--- src/rtl/div_16_pkg.sv ---
// div_16_pkg: shared types and constants for the 16-bit sequential divider.
// Holds the operand width, counter width, FSM encoding and div-by-zero quotient.
package div_16_pkg;

    localparam int WIDTH = 16;
    localparam int CNT_W = 5;

    typedef enum logic [1:0] {
        IDLE = 2'd0,
        BUSY = 2'd1,
        DONE = 2'd2
    } state_t;

    localparam logic [WIDTH-1:0] DIV0_QUOT = 16'hFFFF;

    // Two's-complement negate when n is set.
    function automatic logic [WIDTH-1:0] neg_if(
        input logic [WIDTH-1:0] v,
        input logic             n
    );
        return n ? (~v + WIDTH'(1)) : v;
    endfunction

endpackage

--- src/rtl/div_16_seq_if.sv ---
// div_16_seq_if: start/done request bundle between the ALU and the divider.
// master: start, dividend, divisor (is_signed with DIV_16_SIGNED_EN) out;
// busy, done, quotient, remainder, div_by_zero in. slave is the mirror.
interface div_16_seq_if;
    import div_16_pkg::*;

    logic             start;
    logic [WIDTH-1:0] dividend;
    logic [WIDTH-1:0] divisor;
`ifdef DIV_16_SIGNED_EN
    logic             is_signed;
`endif
    logic             busy;
    logic             done;
    logic [WIDTH-1:0] quotient;
    logic [WIDTH-1:0] remainder;
    logic             div_by_zero;

`ifdef DIV_16_SIGNED_EN
    modport master (
        output start, dividend, divisor, is_signed,
        input  busy, done, quotient, remainder, div_by_zero
    );
    modport slave (
        input  start, dividend, divisor, is_signed,
        output busy, done, quotient, remainder, div_by_zero
    );
`else
    modport master (
        output start, dividend, divisor,
        input  busy, done, quotient, remainder, div_by_zero
    );
    modport slave (
        input  start, dividend, divisor,
        output busy, done, quotient, remainder, div_by_zero
    );
`endif

endinterface

--- src/rtl/div_16_seq_sub_17.sv ---
// sub_17: 17-bit subtractor d = a + ~b + 1 built from four 4-bit lookahead
// slices plus a 1-bit top stage. Ports: a, b in; d, borrow (a < b) out.
module sub_17 (
    input  logic [16:0] a,
    input  logic [16:0] b,
    output logic [16:0] d,
    output logic        borrow
);
    logic [16:0] w_g;
    logic [16:0] w_p;
    logic [17:0] w_c;

    assign w_g    = a & ~b;
    assign w_p    = a ^ ~b;
    assign w_c[0] = 1'b1;

    for (genvar s = 0; s < 4; s++) begin : g_cla
        localparam int B = 4 * s;
        assign w_c[B+1] = w_g[B]
                        | (w_p[B] & w_c[B]);
        assign w_c[B+2] = w_g[B+1]
                        | (w_p[B+1] & w_g[B])
                        | (w_p[B+1] & w_p[B] & w_c[B]);
        assign w_c[B+3] = w_g[B+2]
                        | (w_p[B+2] & w_g[B+1])
                        | (w_p[B+2] & w_p[B+1] & w_g[B])
                        | (w_p[B+2] & w_p[B+1] & w_p[B] & w_c[B]);
        assign w_c[B+4] = w_g[B+3]
                        | (w_p[B+3] & w_g[B+2])
                        | (w_p[B+3] & w_p[B+2] & w_g[B+1])
                        | (w_p[B+3] & w_p[B+2] & w_p[B+1] & w_g[B])
                        | (w_p[B+3] & w_p[B+2] & w_p[B+1] & w_p[B] & w_c[B]);
    end

    assign w_c[17] = w_g[16] | (w_p[16] & w_c[16]);
    assign d       = w_p ^ w_c[16:0];
    assign borrow  = ~w_c[17];

endmodule

--- src/rtl/div_16_seq.sv ---
// div_16_seq: 16-bit restoring divider, one quotient bit per clock.
// Ports: clk, rst_n (async, active-low), bus (div_16_seq_if.slave).
// Optional signed mode: define DIV_16_SIGNED_EN to add bus.is_signed.
module div_16_seq
    import div_16_pkg::*;
(
    input  logic        clk,
    input  logic        rst_n,
    div_16_seq_if.slave bus
);
    state_t           r_state;
    state_t           w_next;
    logic [CNT_W-1:0] r_cnt;
    logic [WIDTH:0]   r_r;
    logic [WIDTH-1:0] r_q;
    logic [WIDTH-1:0] r_div;
    logic [WIDTH-1:0] r_quot;
    logic [WIDTH-1:0] r_rem;
    logic             r_zero;
    logic             r_dbz;
    logic             r_neg_q;
    logic             r_neg_r;

    logic             w_accept;
    logic             w_last;
    logic             w_borrow;
    logic             w_b_zero;
    logic             w_a_neg;
    logic             w_b_neg;
    logic [WIDTH-1:0] w_a_mag;
    logic [WIDTH-1:0] w_b_mag;
    logic [WIDTH:0]   w_rs;
    logic [WIDTH:0]   w_d;
    logic [WIDTH:0]   w_r_nx;
    logic [WIDTH-1:0] w_q_nx;

`ifdef DIV_16_SIGNED_EN
    assign w_a_neg = bus.is_signed & bus.dividend[WIDTH-1];
    assign w_b_neg = bus.is_signed & bus.divisor[WIDTH-1];
`else
    assign w_a_neg = 1'b0;
    assign w_b_neg = 1'b0;
`endif

    assign w_a_mag  = neg_if(bus.dividend, w_a_neg);
    assign w_b_mag  = neg_if(bus.divisor, w_b_neg);
    assign w_b_zero = (bus.divisor == '0);

    // Shift in the next dividend bit, trial-subtract, restore on borrow.
    assign w_rs = {r_r[WIDTH-1:0], r_q[WIDTH-1]};

    sub_17 u_sub (
        .a      (w_rs),
        .b      ({1'b0, r_div}),
        .d      (w_d),
        .borrow (w_borrow)
    );

    assign w_r_nx = w_borrow ? w_rs : w_d;
    assign w_q_nx = {r_q[WIDTH-2:0], ~w_borrow};

    always_ff @(posedge clk or negedge rst_n) begin
        if (!rst_n) begin
            r_state <= IDLE;
        end else begin
            r_state <= w_next;
        end
    end

    // A zero divisor still spends one cycle in BUSY so that its results
    // land on the same edge that raises done, like a normal division.
    always_comb begin
        w_next   = r_state;
        w_accept = 1'b0;
        w_last   = 1'b0;
        case (r_state)
            IDLE: begin
                if (bus.start) begin
                    w_accept = 1'b1;
                    w_next   = BUSY;
                end
            end
            BUSY: begin
                if (r_zero || (r_cnt == CNT_W'(WIDTH - 1))) begin
                    w_last = 1'b1;
                    w_next = DONE;
                end
            end
            DONE: begin
                w_next = IDLE;
            end
            default: begin
                w_next = IDLE;
            end
        endcase
    end

    always_ff @(posedge clk or negedge rst_n) begin
        if (!rst_n) begin
            r_cnt   <= '0;
            r_r     <= '0;
            r_q     <= '0;
            r_div   <= '0;
            r_zero  <= 1'b0;
            r_neg_q <= 1'b0;
            r_neg_r <= 1'b0;
            r_quot  <= '0;
            r_rem   <= '0;
            r_dbz   <= 1'b0;
        end else if (w_accept) begin
            r_cnt   <= '0;
            r_r     <= '0;
            r_q     <= w_b_zero ? bus.dividend : w_a_mag;
            r_div   <= w_b_mag;
            r_zero  <= w_b_zero;
            r_neg_q <= w_a_neg ^ w_b_neg;
            r_neg_r <= w_a_neg;
        end else if (r_state == BUSY) begin
            r_cnt <= r_cnt + CNT_W'(1);
            r_r   <= w_r_nx;
            r_q   <= w_q_nx;
            if (w_last) begin
                if (r_zero) begin
                    r_quot <= DIV0_QUOT;
                    r_rem  <= r_q;
                    r_dbz  <= 1'b1;
                end else begin
                    r_quot <= neg_if(w_q_nx, r_neg_q);
                    r_rem  <= neg_if(w_r_nx[WIDTH-1:0], r_neg_r);
                    r_dbz  <= 1'b0;
                end
            end
        end
    end

    assign bus.busy        = (r_state != IDLE);
    assign bus.done        = (r_state == DONE);
    assign bus.quotient    = r_quot;
    assign bus.remainder   = r_rem;
    assign bus.div_by_zero = r_dbz;

endmodule

--- src/flat_wrapper.sv ---
// flat-port wrapper written by rule: the top's interface ports become plain ports
module div_16_seq_flat import div_16_pkg::*;
  (clk, rst_n, bus_start, bus_dividend, bus_divisor, bus_busy, bus_done, bus_quotient, bus_remainder, bus_div_by_zero);
  div_16_seq_if bus_i ();
  input  logic clk;
  input  logic rst_n;
  input wire logic [$bits(bus_i.start)-1:0] bus_start;
  input wire logic [$bits(bus_i.dividend)-1:0] bus_dividend;
  input wire logic [$bits(bus_i.divisor)-1:0] bus_divisor;
  output wire logic [$bits(bus_i.busy)-1:0] bus_busy;
  output wire logic [$bits(bus_i.done)-1:0] bus_done;
  output wire logic [$bits(bus_i.quotient)-1:0] bus_quotient;
  output wire logic [$bits(bus_i.remainder)-1:0] bus_remainder;
  output wire logic [$bits(bus_i.div_by_zero)-1:0] bus_div_by_zero;
  assign bus_i.start = bus_start;
  assign bus_i.dividend = bus_dividend;
  assign bus_i.divisor = bus_divisor;
  assign bus_busy = bus_i.busy;
  assign bus_done = bus_i.done;
  assign bus_quotient = bus_i.quotient;
  assign bus_remainder = bus_i.remainder;
  assign bus_div_by_zero = bus_i.div_by_zero;
  div_16_seq u_core (.clk(clk), .rst_n(rst_n), .bus(bus_i));
endmodule
--- config.mk ---
export PLATFORM = sky130hd
export DESIGN_NAME = div_16_seq_flat
export DESIGN_NICKNAME = d
export VERILOG_FILES = /design/src/rtl/div_16_pkg.sv /design/src/rtl/div_16_seq_if.sv /design/src/rtl/div_16_seq_sub_17.sv /design/src/rtl/div_16_seq.sv /design/src/flat_wrapper.sv
export SDC_FILE = /design/constraint.sdc
export NUM_CORES = 1
export LEC_CHECK = 0
export BUFFER_PORTS_ARGS = -buffer_cell sky130_fd_sc_hd__buf_2
export CAP_MARGIN = 20
export CORE_ASPECT_RATIO = 0.9
export CORE_MARGIN = 2
export CORE_UTILIZATION = 45
export DETAILED_ROUTE_END_ITERATION = 12
export GPL_ROUTABILITY_DRIVEN = 1
export HOLD_SLACK_MARGIN = 0.08
export MAX_ROUTING_LAYER = met4
export PLACE_DENSITY = 0.7
export SLEW_MARGIN = 30
export SYNTH_ARGS = -nofsm -noshare
export SYNTH_HDL_FRONTEND = slang
export SYNTH_SLANG_ARGS = --single-unit
--- constraint.sdc ---
create_clock -name clk -period 3.3 [get_ports clk]
set_clock_uncertainty 0.1 [all_clocks]
set_input_delay 0.165 -clock clk [delete_from_list [all_inputs] [get_ports clk]]
set_output_delay 0.165 -clock clk [all_outputs]
set_load 0.01 [all_outputs]
* After elaboration in Yosys (flattened, before gate mapping)
Cells that the tools add are included.
Widths: inputs -> output; s select.
** Cells by class
- Bitwise gates (word level) :: 107
- Reductions and logical operators :: 7
- Mux-type cells :: 17
- Multipliers :: 0
- Add/sub/neg operators :: 1
- Shift-type cells :: 0
- $lt $le $gt $ge :: 0
- Equal/unequal tests :: 5
- Divide/modulo/power cells :: 0
** Operator list (count)
- $mux 16 :: 7
- $and 1x1->1 :: 61
- $or 1x1->1 :: 41
- $and 17x17->17 :: 1
- $not 16->17 :: 1
- $xor 17x17->17 :: 1
- $logic_not 16->1 :: 1
- $xor 16x16->16 :: 1
- $mux 5 :: 2
- $add 5x1->5 const B :: 1
- $eq 5x4->1 const B :: 1
- $mux 1 :: 5
- $mux 2 :: 2
- $pmux 2 s2 :: 1
- $reduce_bool 2->1 :: 2
- $reduce_and 3->1 :: 1
- $eq 2x1->1 const B :: 1
- $eq 2x2->1 const B :: 1
- $logic_not 2->1 :: 1
- $ne 2x1->1 const B :: 1
- $ne 2x2->1 const B :: 1
- $reduce_and 2->1 :: 1
- $logic_or 1x1->1 :: 1
- $not 1->1 :: 1
** Word-level totals
- Memory bits (read-only) :: 0
- Latch bits :: 0
- Input port bits :: 35
- Memories kept :: 0
- Memory bits (writable) :: 0
- Word-level logic and storage cells :: 146
- Output and inout bits :: 35
- Register bits after elaboration :: 89

* Depth between registers and ports, before layout
Gate-level depths: netlist (run 1).
- Depth in word-level cells :: 18
- Mapped depth :: 10

* Cells and area by module
From an unflattened synthesis (run 1), not the netlist that was laid out.
** Second synthesis, totals
- Cell total of the unflattened synthesis :: 506
- Area, all modules :: 4719.5 um2
** Modules (own cells, without submodules)
- div_16_seq :: area an instance 3891.2 um2, times used 1, cells each 394, seq. area each 2227.1 um2
- sub_17 :: area an instance 828.3 um2, times used 1, cells each 112, seq. area each 0.0 um2

* Worst setup path before layout (run 1)
Ideal clock, no wire load.
- Path kind :: register -> register
- Start :: register u_core.r_r[0]
- End :: register u_core.r_rem[9], in the netlist u_core.bus.remainder[9]
- Cell stages (with the launch flop) :: 10
- Path slack :: 0.729 ns
- Clock period less this slack :: 2.571 ns
- Data arrival time :: 2.377 ns
- Cell sequence :: dfrtp_1 ha_1 or3_1 o22a_4 a21oi_4 inv_1 fa_1 xor2_1 mux2i_1 a211oi_1
** Between the ends
- Longest elaborated chain between the ends :: 15
** RTL lines
- start, declared :: RTL line div_16_seq.sv:14 : logic [WIDTH:0] r_r;
- start signal, assigned :: RTL line div_16_seq.sv:120 : r_r <= w_r_nx;
- $and 17x17->17 or $xor 17x17->17 (tied branches) :: RTL line div_16_seq_sub_17.sv:13, div_16_seq_sub_17.sv:14
- $and 1x1->1 (on tied branches) :: RTL line div_16_seq_sub_17.sv:30, div_16_seq_sub_17.sv:31, div_16_seq_sub_17.sv:32
- $or 1x1->1 or $and 1x1->1 (tied branches) :: RTL line div_16_seq_sub_17.sv:30, div_16_seq_sub_17.sv:31
- $or 1x1->1 :: RTL line div_16_seq_sub_17.sv:31 : | (w_p[B+3] & w_p[B+2] & w_p[B+1] & w_g[B])
- $or 1x1->1 * :: RTL line div_16_seq_sub_17.sv:32 : | (w_p[B+3] & w_p[B+2] & w_p[B+1] & w_p[B] & w_c[B]);
- $and 1x1->1 * :: RTL line div_16_seq_sub_17.sv:32
- $or 1x1->1 * :: RTL line div_16_seq_sub_17.sv:32
- $and 1x1->1 :: RTL line div_16_seq_sub_17.sv:32
- $or 1x1->1 :: RTL line div_16_seq_sub_17.sv:32
- $and 1x1->1 :: RTL line div_16_seq_sub_17.sv:32
- $or 1x1->1 :: RTL line div_16_seq_sub_17.sv:32
- $and 1x1->1 :: RTL line div_16_seq_sub_17.sv:35 : assign w_c[17] = w_g[16] | (w_p[16] & w_c[16]);
- $or 1x1->1 :: RTL line div_16_seq_sub_17.sv:35
- $mux 16 * :: RTL line div_16_seq.sv:59 : assign w_r_nx = w_borrow ? w_rs : w_d;
- $mux 16 * :: RTL line div_16_seq.sv:123 : if (r_zero) begin
- end signal, assigned :: RTL line div_16_seq.sv:125 : r_rem <= r_q;
- end signal, assigned :: RTL line div_16_seq.sv:129 : r_rem <= neg_if(w_r_nx[WIDTH-1:0], r_neg_r);
- end, declared :: RTL line div_16_seq.sv:18 : logic [WIDTH-1:0] r_rem;
Mark *: on every way between the ends. The rest lies on a longest branch, timed or not.
A chain may end at the register's enable or synchronous reset.

* Final worst setup path (run 1)
Ends and elaborated chain as after synthesis.

==> flow_metrics.tcl, run 1 <==
set metrics [dict create \
    status "finished clean" \
    synth-compound-area-share_pct 20.0 \
    first_pass_iters 5 \
    synthSimpleGateAreaFrac_pct 16.0 \
    synth_edf_count 0 \
    dr_total_vias 3997 \
    hpwl_um 8230 \
    syn_nets 551 \
    min_period_ns 2.82 \
    clock_latency_ns 0.34 \
    slowest_delay_ns 0.43 \
    core_area_mm2 0.0101 \
    gp_congestion 0.861 \
    crit_type "flip-flop to flip-flop" \
    netlist.area_leader.share_pct 48.3 \
    synth_xor_area_share_pct 1.52 \
    cp_max_fo 7 \
    synth_common_cells "nand2_1 (94), dfrtp_1 (89), o21ai_0 (40), inv_1 (23), a21oi_1 (22)" \
    fp.dieW_um 111 \
    cts_max_level 3 \
    dieArea_mm2 0.0111 \
    slew_violations 0 \
    synth_area_leaders "dfrtp_1 (48%), nand2_1 (7.7%), ha_1 (5.2%)" \
    synth_most_common_cell "nand2_1" \
    path_buf_inv 1 \
    yosys.area_share.adder_pct 6.46 \
    critPathTopFamily "compound AO/OA/AOI/OAI gates" \
    start_util_pct 45.6 \
    power_density_mw_per_mm2 1140 \
    die_h_um 100 \
    grt_pass1_vias 3947 \
    antenna_found_initial 0 \
    finalWirelength_um 11700 \
    tritoncts "done" \
    wire_per_inst_um 16.2 \
    slew_headroom_pct 54.1 \
    setup.worst_path.start_class "flip-flop" \
    synthCells 494 \
    r2r_slack_ns 0.48 \
    hp-class "input pin to asynchronous set/reset pin" \
    cp.required_ns 3.43 \
    remaining_drc_errors 0 \
    placed_cell_area_mm2 0.00509 \
    fmax_mhz 355 \
    path_cells "ha_1 -> or3_1 -> o22a_4 -> a21oi_4 -> inv_1 -> fa_1 -> xor2_1 -> mux2i_1 -> a211oi_1" \
    fin_tns_setup_ns 0 \
    rsz0062_at_grt "false" \
    p_leak_uw 0.00278 \
    utilization_pct 56.3 \
    whs_ns 0.196 \
    slowest_stage "fa_1" \
    cts-root-buf "clkbuf_16" \
    synth_warnings 0 \
    vdd_ir_drop_max_v 0.000734 \
    ant_nets 0 \
    ys_seq_area_share_pct 48.3 \
    setup_viol 0 \
    numCtsBuffers 9 \
    muxShareOfSynthArea_pct 3.26 \
    drive_gt1_share_pct 17.7 \
    nFillCells 909 \
    finalHoldViolCount 0 \
    post_cts.repair.setup_buffers 0 \
    grt_util_all_layers_pct 22.7 \
    min_period_over_period_pct 85.4 \
    endpoint_kind "flip-flop" \
    grt_overflow 0 \
    worst_slew_pin_slew_ns 0.683 \
    rows 35 \
    cts_sinks 89 \
    avgViaCountPerCell 5.53 \
    syn_area_mm2 0.00461 \
    diodes 0 \
    yosys.area.top_type "dfrtp_1" \
    synth_flop_cell "dfrtp_1" \
    portBuffers 69 \
    ios 70 \
    nNetsFinal 646 \
    async_flop_share_pct 100 \
    setup_ws_ns 0.481 \
    pre_cts_slack_ns 0.526 \
    arrival_ns 2.95 \
    synth_seq_cells 89 \
    drt_iter0_markers 209 \
    fin_area_mm2 0.00569 \
    clk_pin_slew_ns 0.07 \
    grt_max_degree 38 \
    area_delta_synth_final_pct 23.4 \
    synth_top_family_by_area "compound AO/OA/AOI/OAI gates" \
    max_cap_violations 0 \
    avgSynthCellArea_um2 9.34 \
    grt_first_pass_wirelength_um 19600 \
    max-clock-path-buffers 2 \
    synth.distinct_cells 54 \
]
## where the power goes
group          total, uW  switching, uW  internal, uW
Combinational       3600           2090          1510
Sequential          1930            347          1580
Clock                954            422           532
Total               6480           2860          3630
## through the flow
step / cells / power, uW
after floorplan: 494 / 4600
after detailed placement: 674 / 5490
after global routing: 723 / 7070
after global placement: 674 / 5360
final: 723 / 6480
after CTS: 723 / 6510
## layout make-up
class                   count  area [um2]  share of cell area [%]
clock inverters             4        28.8                   0.506
flip-flops and latches     89        2230                    39.1
well taps                 129         161                    2.84
repair buffers            112         753                    13.2
clock buffers              12         246                    4.33
multi-input cells         353        2180                    38.4
inverters                  24        90.1                    1.58
## cells in the final DEF, fill, tap and decap left out, types with 3 or more instances in the layout
cell type and instances:
inv_1 23, a21o_1 4, nand2_1 94, nand3b_1 4, buf_4 11, a211oi_1 5, mux2i_1 12, xnor2_1 6
nor2_1 20, a22oi_1 15, o21ai_0 40, o22ai_1 6, nor3_1 3, dfrtp_1 89, fa_1 3, and2_1 3
clkbuf_16 9, o21ai_1 20, nand3_1 19, buf_2 68, nand4_1 5, dlygate4sd3_1 33, nor4_1 5, o21a_1 5
nor2b_1 3, ha_1 19, a21oi_1 22, and3_1 3
## sequential cells by signal, summed over array words and instances (netlist names)
| name | flops |
|---|---|
| u_core.bus.quotient | 16 |
| u_core.r_div | 16 |
| u_core.bus.remainder | 16 |
| u_core.r_cnt | 5 |
| u_core.r_r | 16 |
| u_core.bus.div_by_zero | 1 |
| u_core.r_zero | 1 |
| u_core.r_q | 16 |
| u_core.r_state | 2 |
## routing by layer
metal	wire [um]	vias to the layer above	part of all wire, %	global-route usage [%]
li1	-	1933	-	-
met1	5340	1943	45	30.1
met2	5720	106	49	36.5
met3	540	15	4.6	4.11
met4	144	0	1.2	5.96
met5	0	-	0	-
## cell families after synthesis
| logic type | after synthesis |
|---|---|
| mux | 14 |
| buf+inv | 52 |
| compound gates | 142 |
| simple gates | 167 |
| xor+xnor | 8 |
| fa+ha+maj | 22 |
| flops | 89 |
## path summary, 6_finish.rpt
kind	start	endpoint	depth (start not counted)
worst max-delay path	u_core.r_r[0]$_DFFE_PN0P_	u_core.bus.remainder[9]$_DFFE_PN0P_	9
worst min-delay path	rst_n	u_core.r_div[2]$_DFFE_PN0P_	2
worst max register to register	u_core.r_r[0]$_DFFE_PN0P_	u_core.bus.remainder[9]$_DFFE_PN0P_	9
worst min register to register	u_core.bus.quotient[4]$_DFFE_PN0P_	u_core.bus.quotient[4]$_DFFE_PN0P_	2
max in group asynchronous	rst_n	u_core.r_q[13]$_DFFE_PN0P_	3
min in group clk	u_core.bus.quotient[4]$_DFFE_PN0P_	u_core.bus.quotient[4]$_DFFE_PN0P_	2
## repair_timing
action / 4_1_cts / 5_1_grt
hold endpoints to repair: 60 / 0
hold buffers: 33 / 0
resized for setup: 0 / 0
No activity file was read; power rests on OpenSTA's default activity.
==> run 2, diff against run 1 <==
==> constraint.sdc (replaced) <==
create_clock -name clk -period 2.8 [get_ports clk]
set_clock_uncertainty 0.1 [all_clocks]
set_input_delay 0.14 -clock clk [delete_from_list [all_inputs] [get_ports clk]]
set_output_delay 0.14 -clock clk [all_outputs]
set_load 0.01 [all_outputs]
==> flow_metrics.tcl, run 2 (synthesis gave the netlist of run 1 again) <==
set metrics [dict create \
    status "finished clean" \
    tritoncts "done" \
    nFillCells 872 \
    p_seq_share_pct 28.0 \
    crit_type "flip-flop to flip-flop" \
    rsz0062_at_grt "false" \
    cts_max_level 3 \
    first_pass_iters 5 \
    pre_cts_slack_ns 0.121 \
    max_cap_violations 0 \
    finalWirelength_um 11600 \
    gp_congestion 0.927 \
    ios 70 \
    p_switching_uw 3440 \
    cts_sinks 89 \
    rows 35 \
    comb_power_share_pct 54.5 \
    slew_violations 0 \
    fp.dieW_um 111 \
    multi_input_area_mm2 0.00219 \
    diodes 0 \
    dr_total_vias 4004 \
    dieArea_mm2 0.0111 \
    min_period_ns 2.64 \
    cp.required_ns 2.91 \
    grt_util_all_layers_pct 22.4 \
    fmax_mhz 379 \
    clk_pin_slew_ns 0.07 \
    cell_internal_pwr_uw 4660 \
    finalHoldViolCount 0 \
    slew_headroom_pct 50.6 \
    area_delta_synth_final_pct 26.3 \
    worst_slew_pin_slew_ns 0.741 \
    avgViaCountPerCell 5.51 \
    hp-class "input pin to flip-flop" \
    worstSetupStartpoint "u_core.r_r[0]$_DFFE_PN0P_" \
    remaining_drc_errors 0 \
    power_density_mw_per_mm2 1390 \
    setup.worst_path.start_class "flip-flop" \
    max-clock-path-buffers 2 \
    min_period_over_period_pct 94.3 \
    cts-root-buf "clkbuf_16" \
    hold_start "bus_start" \
    start_util_pct 45.6 \
    layout_commonest_cell "nand2_1" \
    clock_latency_ns 0.34 \
    grt_first_pass_wirelength_um 19400 \
    antenna_found_initial 0 \
    endpoint_kind "flip-flop" \
    numCtsBuffers 9 \
    drive_gt1_share_pct 18.7 \
    hpwl_um 8090 \
    reg2reg_from "u_core.r_r[0]$_DFFE_PN0P_" \
    fin_tns_setup_ns 0 \
    die_h_um 100 \
    p_sw_share_pct 42.5 \
    drt_iter0_markers 270 \
    arrival_ns 2.75 \
    grt_overflow 0 \
    setup_ws_ns 0.161 \
    vdd_ir_drop_max_v 0.000732 \
    setup_viol 0 \
    grt_pass1_vias 3969 \
    ant_nets 0 \
    grt_max_degree 59 \
    p_leak_uw 0.00285 \
    cp_max_fo 4 \
    wire_per_inst_um 15.9 \
    final-seq-area_mm2 0.00223 \
    layout_common_cells "nand2_1 (94), dfrtp_1 (89), buf_2 (68)" \
    clkPwrFrac_pct 17.5 \
    nNetsFinal 650 \
    core_area_mm2 0.0101 \
    portBuffers 69 \
]
-- run 2: what timing repair did --
action                     CTS  global route
setup endpoints to repair    0             2
hold buffers                33             0
buffers inserted             0             2
hold endpoints to repair    90             0
gates resized for setup      0             2
-- run 2: path summary, 6_finish.rpt --
| check | slack [ns] | cells after the start | to |
|---|---|---|---|
| worst max-delay path | 0.16 | 9 | u_core.bus.remainder[9]$_DFFE_PN0P_ |
| worst min-delay path | 0.26 | 5 | u_core.r_q[14]$_DFFE_PN0P_ |
| worst max register to register | 0.16 | 9 | u_core.bus.remainder[9]$_DFFE_PN0P_ |
| worst min register to register | 0.36 | 2 | u_core.bus.quotient[11]$_DFFE_PN0P_ |
| max in group asynchronous | 1.65 | 3 | u_core.r_q[11]$_DFFE_PN0P_ |
| min in group asynchronous | 0.31 | 2 | u_core.r_div[2]$_DFFE_PN0P_ |
-- run 2: critical path, cell delays in order, from the launching register on --
cell      delay [ns]
dfrtp_1         0.40
ha_1            0.22
or3_1           0.39
o22a_4          0.28
a21oi_4         0.15
inv_1           0.08
fa_2            0.38
xor2_1          0.16
mux2i_1         0.23
a211oi_2        0.11
-- run 2: through the flow --
step                      util, %  cells  total power (uW)  hold slack [ns]  area (um2)
after floorplan                 -    494              5420           -0.256        4610
after global placement       50.6    676              6400            0.157        5120
after detailed placement     50.6    676              6580            0.155        5120
after CTS                    57.4    725              8050            0.263        5800
after global routing         57.6    727              8760            0.294        5830
final                        57.6    727              8110            0.263        5830
-- run 2: final cells by class --
type / instances / share of cell area (%)
clock buffers: 9 / 3.87
flip-flops and latches: 89 / 38.2
clock inverters: 7 / 2.15
inverters: 24 / 1.55
repair buffers: 116 / 13.9
well taps: 129 / 2.77
multi-input cells: 353 / 37.6
-- run 2: per-layer routing --
metal	track usage [%]	share of wire [%]	up-vias
met5	-	0	-
met4	7.02	2.3	0
met3	4.23	4.6	27
met2	34.9	47	105
met1	30.0	47	1943
li1	-	-	1929
-- run 2: power by group through the flow --
stage | Clock [uW] | Sequential, uW | Combinational, uW
6_report | 1420 | 2270 | 4420
4_1_cts | 1440 | 2260 | 4350
3_3_place_gp | 0 | 2250 | 4140
5_1_grt | 1490 | 2330 | 4940
2_1_floorplan | 0 | 2220 | 3200
3_5_place_dp | 0 | 2280 | 4300
